`config.mk`:
```
export PLATFORM = sky130hd
export DESIGN_NAME = chunked_adder
export DESIGN_NICKNAME = d
export VERILOG_FILES = /design/src/rtl/chunked_adder.sv
export SDC_FILE = /design/constraint.sdc
export NUM_CORES = 1
export LEC_CHECK = 0
export CORE_MARGIN = 5
export CORE_UTILIZATION = 52
export CTS_BUF_LIST = sky130_fd_sc_hd__clkbuf_8
export CTS_CLUSTER_SIZE = 24
export DETAILED_ROUTE_END_ITERATION = 8
export PLACE_DENSITY = 0.78
export SYNTH_ARGS = -nofsm -noshare
export SYNTH_HDL_FRONTEND = slang
export SYNTH_SLANG_ARGS = --single-unit
export TNS_END_PERCENT = 30
```
`constraint.sdc`:
```
create_clock -name clk -period 2.9 [get_ports clk]
set_input_delay 0.29 -clock clk [delete_from_list [all_inputs] [get_ports clk]]
set_output_delay 0.29 -clock clk [all_outputs]
set_load 0.01 [all_outputs]
```
`src/rtl/chunked_adder.sv`:
```
// Multi-cycle adder: sums a + b + cin CHUNK bits per clock, then holds the result
// behind a valid/ready handshake. Operands are captured on accept.
module chunked_adder #(
  parameter int WIDTH  = 8,
  parameter int CHUNK  = 2,
  parameter int SIGNED = 0
) (
  input  logic             clk,
  input  logic             rst_n,
  input  logic             in_valid,
  output logic             in_ready,
  input  logic [WIDTH-1:0] a,
  input  logic [WIDTH-1:0] b,
  input  logic             cin,
  output logic             out_valid,
  input  logic             out_ready,
  output logic [WIDTH-1:0] y,
  output logic             cout,
  output logic             ovf
);

  localparam int N     = WIDTH / CHUNK;
  localparam int IDX_W = (N > 1) ? $clog2(N) : 1;

  generate
    if (WIDTH < 1 || CHUNK < 1 || (WIDTH % CHUNK) != 0) begin : g_bad_params
      $error("chunked_adder: CHUNK must divide WIDTH exactly");
    end
  endgenerate

  typedef enum logic [1:0] {IDLE, BUSY, DONE} state_t;

  state_t             state_q, state_d;
  logic [WIDTH-1:0]   a_q, a_d, b_q, b_d, y_q, y_d;
  logic               carry_q, carry_d, cout_q, cout_d, ovf_q, ovf_d;
  logic [IDX_W-1:0]   idx_q, idx_d;

  logic [CHUNK-1:0]   a_chunk, b_chunk;
  logic [CHUNK:0]     csum;
  logic               carry_into_msb;

  always_comb begin
    a_chunk = a_q[idx_q*CHUNK +: CHUNK];
    b_chunk = b_q[idx_q*CHUNK +: CHUNK];
    csum    = {1'b0, a_chunk} + {1'b0, b_chunk} + {{CHUNK{1'b0}}, carry_q};
    // Sum bit = a ^ b ^ carry-in, so the carry entering the top bit falls out for free.
    carry_into_msb = csum[CHUNK-1] ^ a_chunk[CHUNK-1] ^ b_chunk[CHUNK-1];
  end

  always_comb begin
    state_d   = state_q;
    a_d       = a_q;
    b_d       = b_q;
    y_d       = y_q;
    carry_d   = carry_q;
    cout_d    = cout_q;
    ovf_d     = ovf_q;
    idx_d     = idx_q;
    in_ready  = 1'b0;
    out_valid = 1'b0;
    case (state_q)
      IDLE: begin
        in_ready = 1'b1;
        if (in_valid) begin
          a_d     = a;
          b_d     = b;
          carry_d = cin;
          idx_d   = '0;
          state_d = BUSY;
        end
      end
      BUSY: begin
        y_d[idx_q*CHUNK +: CHUNK] = csum[CHUNK-1:0];
        carry_d = csum[CHUNK];
        idx_d   = idx_q + 1'b1;
        if (idx_q == IDX_W'(N - 1)) begin
          cout_d  = csum[CHUNK];
          ovf_d   = (SIGNED != 0) ? (carry_into_msb ^ csum[CHUNK]) : csum[CHUNK];
          idx_d   = '0;
          state_d = DONE;
        end
      end
      DONE: begin
        out_valid = 1'b1;
        if (out_ready) state_d = IDLE;
      end
      default: state_d = IDLE;
    endcase
  end

  always_ff @(posedge clk) begin
    if (!rst_n) begin
      state_q <= IDLE;
      a_q     <= '0;
      b_q     <= '0;
      y_q     <= '0;
      carry_q <= 1'b0;
      cout_q  <= 1'b0;
      ovf_q   <= 1'b0;
      idx_q   <= '0;
    end else begin
      state_q <= state_d;
      a_q     <= a_d;
      b_q     <= b_d;
      y_q     <= y_d;
      carry_q <= carry_d;
      cout_q  <= cout_d;
      ovf_q   <= ovf_d;
      idx_q   <= idx_d;
    end
  end

  assign y    = y_q;
  assign cout = cout_q;
  assign ovf  = ovf_q;

endmodule

```
# ---- Yosys cells after proc, flatten, opt, wreduce, memory -nomap -nowiden
# Cells that the tools add are included.
# W data, S select, Z words.
dict set report classes {
  n_eq_ne 6
  shifts 4
  addsub 4
  mux 12
  n_reduce_logical 6
}
# operator n
set ops {}
lappend ops {{$neg A3 Y34} 1}
lappend ops {{$shift A2 B34 Y8 const A} 1}
lappend ops {{$shiftx A2 B34 Y8} 1}
lappend ops {{$shiftx A8 B4 Y2} 2}
lappend ops {{$mux W2} 5}
lappend ops {{$bwmux W8} 1}
lappend ops {{$ne A2 B2 Y1 const B} 3}
lappend ops {{$pmux W2 S3} 1}
lappend ops {{$reduce_and A2 Y1} 3}
lappend ops {{$eq A2 B2 Y1 const B} 2}
lappend ops {{$pmux W2 S2} 1}
lappend ops {{$add A2 B2 Y3} 1}
lappend ops {{$add A3 B1 Y3} 1}
lappend ops {{$mux W1} 3}
lappend ops {{$reduce_and A3 Y1} 1}
lappend ops {{$add A2 B1 Y2 const B} 1}
lappend ops {{$eq A2 B1 Y1 const B} 1}
lappend ops {{$logic_not A2 Y1} 1}
lappend ops {{$pmux W1 S2} 1}
lappend ops {{$reduce_bool A2 Y1} 1}
dict set report word_totals {
  out_inout_bits 12
  wordCells 39
  regBits 30
}

# ---- Logic depth before layout (Yosys ltp)
dict set report depth {
  word_depth 5
  depth_mapped 7
  ltp_nobuf 6
}

# ---- Least setup slack after synthesis
# No wires, ideal clock.
dict set report synth_timing {
  path_type {reg2reg}
  from {register idx_q[0]}
  to {register y_q[5], in the netlist y[5]}
  t_arrival_ns 2.608
  slack_ns 0.222
  n_path_buf 1
  stages_incl_launch_ff 8
  setup_time_ns 0.070
  cell_sequence {dfxtp_1 -> buf_2 -> mux4_2 -> fa_1 -> fa_1 -> nand2_1 -> or4_1 -> a21boi_1}
}
dict set report synth_via {
  elab_chain_len 5
}
# element line_no
set synth_rtl {}
lappend synth_rtl {{start: declaration} 36} ;# logic [IDX_W-1:0] idx_q, idx_d;
lappend synth_rtl {{start signal: assignment} 109} ;# idx_q <= idx_d;
lappend synth_rtl {{$shiftx A8 B4 Y2 (on tied branches)} {43, 44}}
lappend synth_rtl {{$add A2 B2 Y3} 45} ;# csum = {1'b0, a_chunk} + {1'b0, b_chunk} + {{CHUNK{1'b0}}, carry_q};
lappend synth_rtl {{$add A3 B1 Y3} 45}
lappend synth_rtl {{$shiftx A2 B34 Y8} 73} ;# y_d[idx_q*CHUNK +: CHUNK] = csum[CHUNK-1:0];
lappend synth_rtl {{$bwmux W8 (*)} 73}
lappend synth_rtl {{end signal: assignment} 105} ;# y_q <= y_d;
lappend synth_rtl {{end: declaration} 34} ;# logic [WIDTH-1:0] a_q, a_d, b_q, b_d, y_q, y_d;
# Mark *: on every way between the ends. The rest lies on a longest branch, timed or not.
# A chain may end at the register's enable or synchronous reset.

# ---- Worst setup path after layout
# Same ends and word-level chain as after synthesis.

==> flow_metrics.tcl <==
set metrics [dict create \
    tns_ns 0 \
    fin_util 0.6824 \
    nNetsFinal 220 \
    grt_overflow 0 \
    worstPathArrival_ns 2.83 \
    final_common_cell "nand2_1" \
    hold_violations 0 \
    syn-cell-area_sq_um 1491 \
    p_leak_nw 0.7321 \
    postCtsSetupRepairBufs 0 \
    peakVddDrop_mv 0.4718 \
    avgSynthCellArea_sq_um 9.321 \
    place_congestion 0.8211 \
    cts_made_buffers 5 \
    cap_viol_max_count 0 \
    viasPerCell 5.473 \
    drive_gt1_frac 0.07330 \
    dp_hpwl_mm 2.267 \
    n_fill_cell 222 \
    max_slew_margin 0.5924 \
    hold_buffers 0 \
    core-area_sq_um 2758 \
    period_needed_ns 2.626 \
    cp.required_ns 3.11 \
    wire_per_inst_um 13.62 \
    worst_slew_pin_slew_ns 0.6113 \
    clock-sinks 30 \
    cp_max_fo 4 \
    r2r-start "idx_q[0]$_SDFFE_PN0P_" \
    seq_area_frac_synth 0.4027 \
    drtIter0Drc 52 \
    finalNonFillerCells 222 \
    hold_class "reg -> reg" \
    synthCells 160 \
    numPortBuffers 32 \
    placed_cell_area_sq_um 1805 \
    min_from "a_q[6]$_SDFFE_PN0P_" \
    clock_skew_ns 0.004378 \
    critical_path_class "reg -> reg" \
    grt_usage 0.1593 \
    whs_path_depth 2 \
    holdPathEnd "a_q[6]$_SDFFE_PN0P_" \
    rr_worst_depth 6 \
    routed_wl_mm 3.023 \
    diodes 0 \
    status "finished clean" \
    final_cell_mix "43 x nand2_1, 32 x clkdlybuf4s50_1, 30 x dfxtp_1, 19 x a21boi_0, 7 x inv_1" \
    rows 19 \
    hold_slack_ns 0.4536 \
    drc 0 \
    clkTransAtPathRegs_ns 0.06 \
    ys_ff_latch 30 \
    htree_levels 2 \
    via_count 1215 \
    insertion_delay_ns 0.27 \
    ys_warn_count 0 \
    rsz0062_at_grt "no" \
    post-place-cells 215 \
    final_area_sq_um 1882 \
    grt_pass1_wl_mm 5.126 \
    ys_types 34 \
    period_share 0.9055 \
    r2r_slack_ns 0.27 \
    powerDensity_nw_per_um2 468.4 \
    syn_to_final_growth_pct 26.17 \
    initial_core_util 0.5408 \
    die_area_sq_um 4039 \
    grt_pass1_vias 1184 \
    ant_nets 0 \
    die_y_um 63.56 \
    first_pass_iters 4 \
    die_w_um 63.56 \
    critPathLaunchType "flop" \
    cts-resized-gates 0 \
    setup_viol 0 \
    r2r-end "y[5]$_SDFFE_PN0P_" \
    cts_tree "yes" \
    end_kind "flop" \
    grt_max_degree 20 \
    drv_slew 0 \
    cts_buffer_depth 2 \
    antenna_found_initial 0 \
    clock.fmax_mhz 380.8 \
    io_pins 33 \
    syn-num-nets 189 \
    cts_root_buffer "clkbuf_8" \
]
-- state kept, by name, indices dropped and copies added (netlist names) --
| name | flops |
|---|---|
| y | 8 |
| idx_q | 2 |
| state_q | 2 |
| b_q | 8 |
| carry_q | 1 |
| a_q | 8 |
| ovf | 1 |
-- layout make-up --
class / count / area (sq um) / area share
Clock buffer: 5 / 68.82 / 0.03657
Clock inverter: 2 / 7.507 / 0.003989
Inverter: 5 / 18.77 / 0.009973
Multi-Input combinational cell: 115 / 812.0 / 0.4315
Sequential cell: 30 / 600.6 / 0.3191
Tap cell: 31 / 38.79 / 0.02061
Timing Repair Buffer: 34 / 335.3 / 0.1782
-- Yosys cell counts --
library cell  count  area share
o22ai_1           2      0.0084
buf_2             3       0.010
mux4_2            4       0.060
and2b_1           1      0.0050
fa_1              2       0.027
nand3b_4          1       0.013
dfxtp_1          30        0.40
clkbuf_1          3      0.0075
buf_4             3       0.015
nor3b_1           1      0.0050
a21boi_0         19       0.096
nor2_1            3      0.0075
nand2_1          43        0.11
nand3_1           2      0.0067
or2b_1            1      0.0050
buf_6             1      0.0075
nand3b_1          2       0.010
o21a_1            1      0.0050
o221a_2           1      0.0075
nor3b_4           1       0.013
or3b_1            1      0.0059
or4_1             2       0.010
o21ai_0           3       0.010
inv_1             5       0.013
a21boi_1          5       0.025
nand2b_1          1      0.0042
and3_1            1      0.0042
and2_1            3       0.013
a32o_1            2       0.013
nand4_1           3       0.013
and3b_1           1      0.0059
ha_1              6       0.050
nor2b_1           2      0.0084
or3_1             1      0.0042
-- power breakdown --
part	internal (mW)	switching, mW	total, mW
Sequential	0.432	0.0166	0.449
Combinational	0.0736	0.0635	0.137
Clock	0.157	0.138	0.295
-- critical path, cell delays in order (launching register included) --
cell and delay (ns):
dfxtp_1 0.43, mux4_2 0.54, fa_1 0.42, fa_1 0.57, nand2_1 0.06, or4_1 0.39
a21boi_1 0.15
-- stage by stage --
stage	total power, mW	setup slack, ns
after floorplan	0.5433	0.2220
after global placement	0.5899	0.3092
after CTS	0.8876	0.2510
after global routing	0.9238	0.1493
final	0.8813	0.2740
after detailed placement	0.5943	0.2599
-- layer usage --
| metal | global-route usage | wire (um) | part of all wire | vias to the layer above |
|---|---|---|---|---|
| met2 | 0.2563 | 1509 | 0.50 | 27 |
| met3 | 0.05329 | 155 | 0.051 | 7 |
| li1 | - | - | - | 611 |
| met5 | 0 | 0 | 0 | - |
| met1 | 0.1846 | 1297 | 0.43 | 570 |
| met4 | 0.08571 | 61 | 0.020 | 0 |
-- cells by family after synthesis --
kind of cell / Yosys count / synth area share
compound gates: 33 / 0.1653
fa+ha+maj: 8 / 0.07718
buf+inv: 15 / 0.05285
flops: 30 / 0.4027
mux: 4 / 0.06041
simple gates: 70 / 0.2416
-- worst max path at each step --
stage | from | end | slack [ns] | cells after the start
final | idx_q[0]$_SDFFE_PN0P_ | y[5]$_SDFFE_PN0P_ | 0.27 | 6
after global routing | idx_q[0]$_SDFFE_PN0P_ | y[5]$_SDFFE_PN0P_ | 0.15 | 6
after CTS | idx_q[0]$_SDFFE_PN0P_ | y[5]$_SDFFE_PN0P_ | 0.25 | 6
after detailed placement | idx_q[0]$_SDFFE_PN0P_ | y[5]$_SDFFE_PN0P_ | 0.26 | 6
after global placement | idx_q[0]$_SDFFE_PN0P_ | y[5]$_SDFFE_PN0P_ | 0.31 | 6
after floorplan | idx_q[0]$_SDFFE_PN0P_ | y[5]$_SDFFE_PN0P_ | 0.22 | 7
No activity file was read; power rests on OpenSTA's default activity.
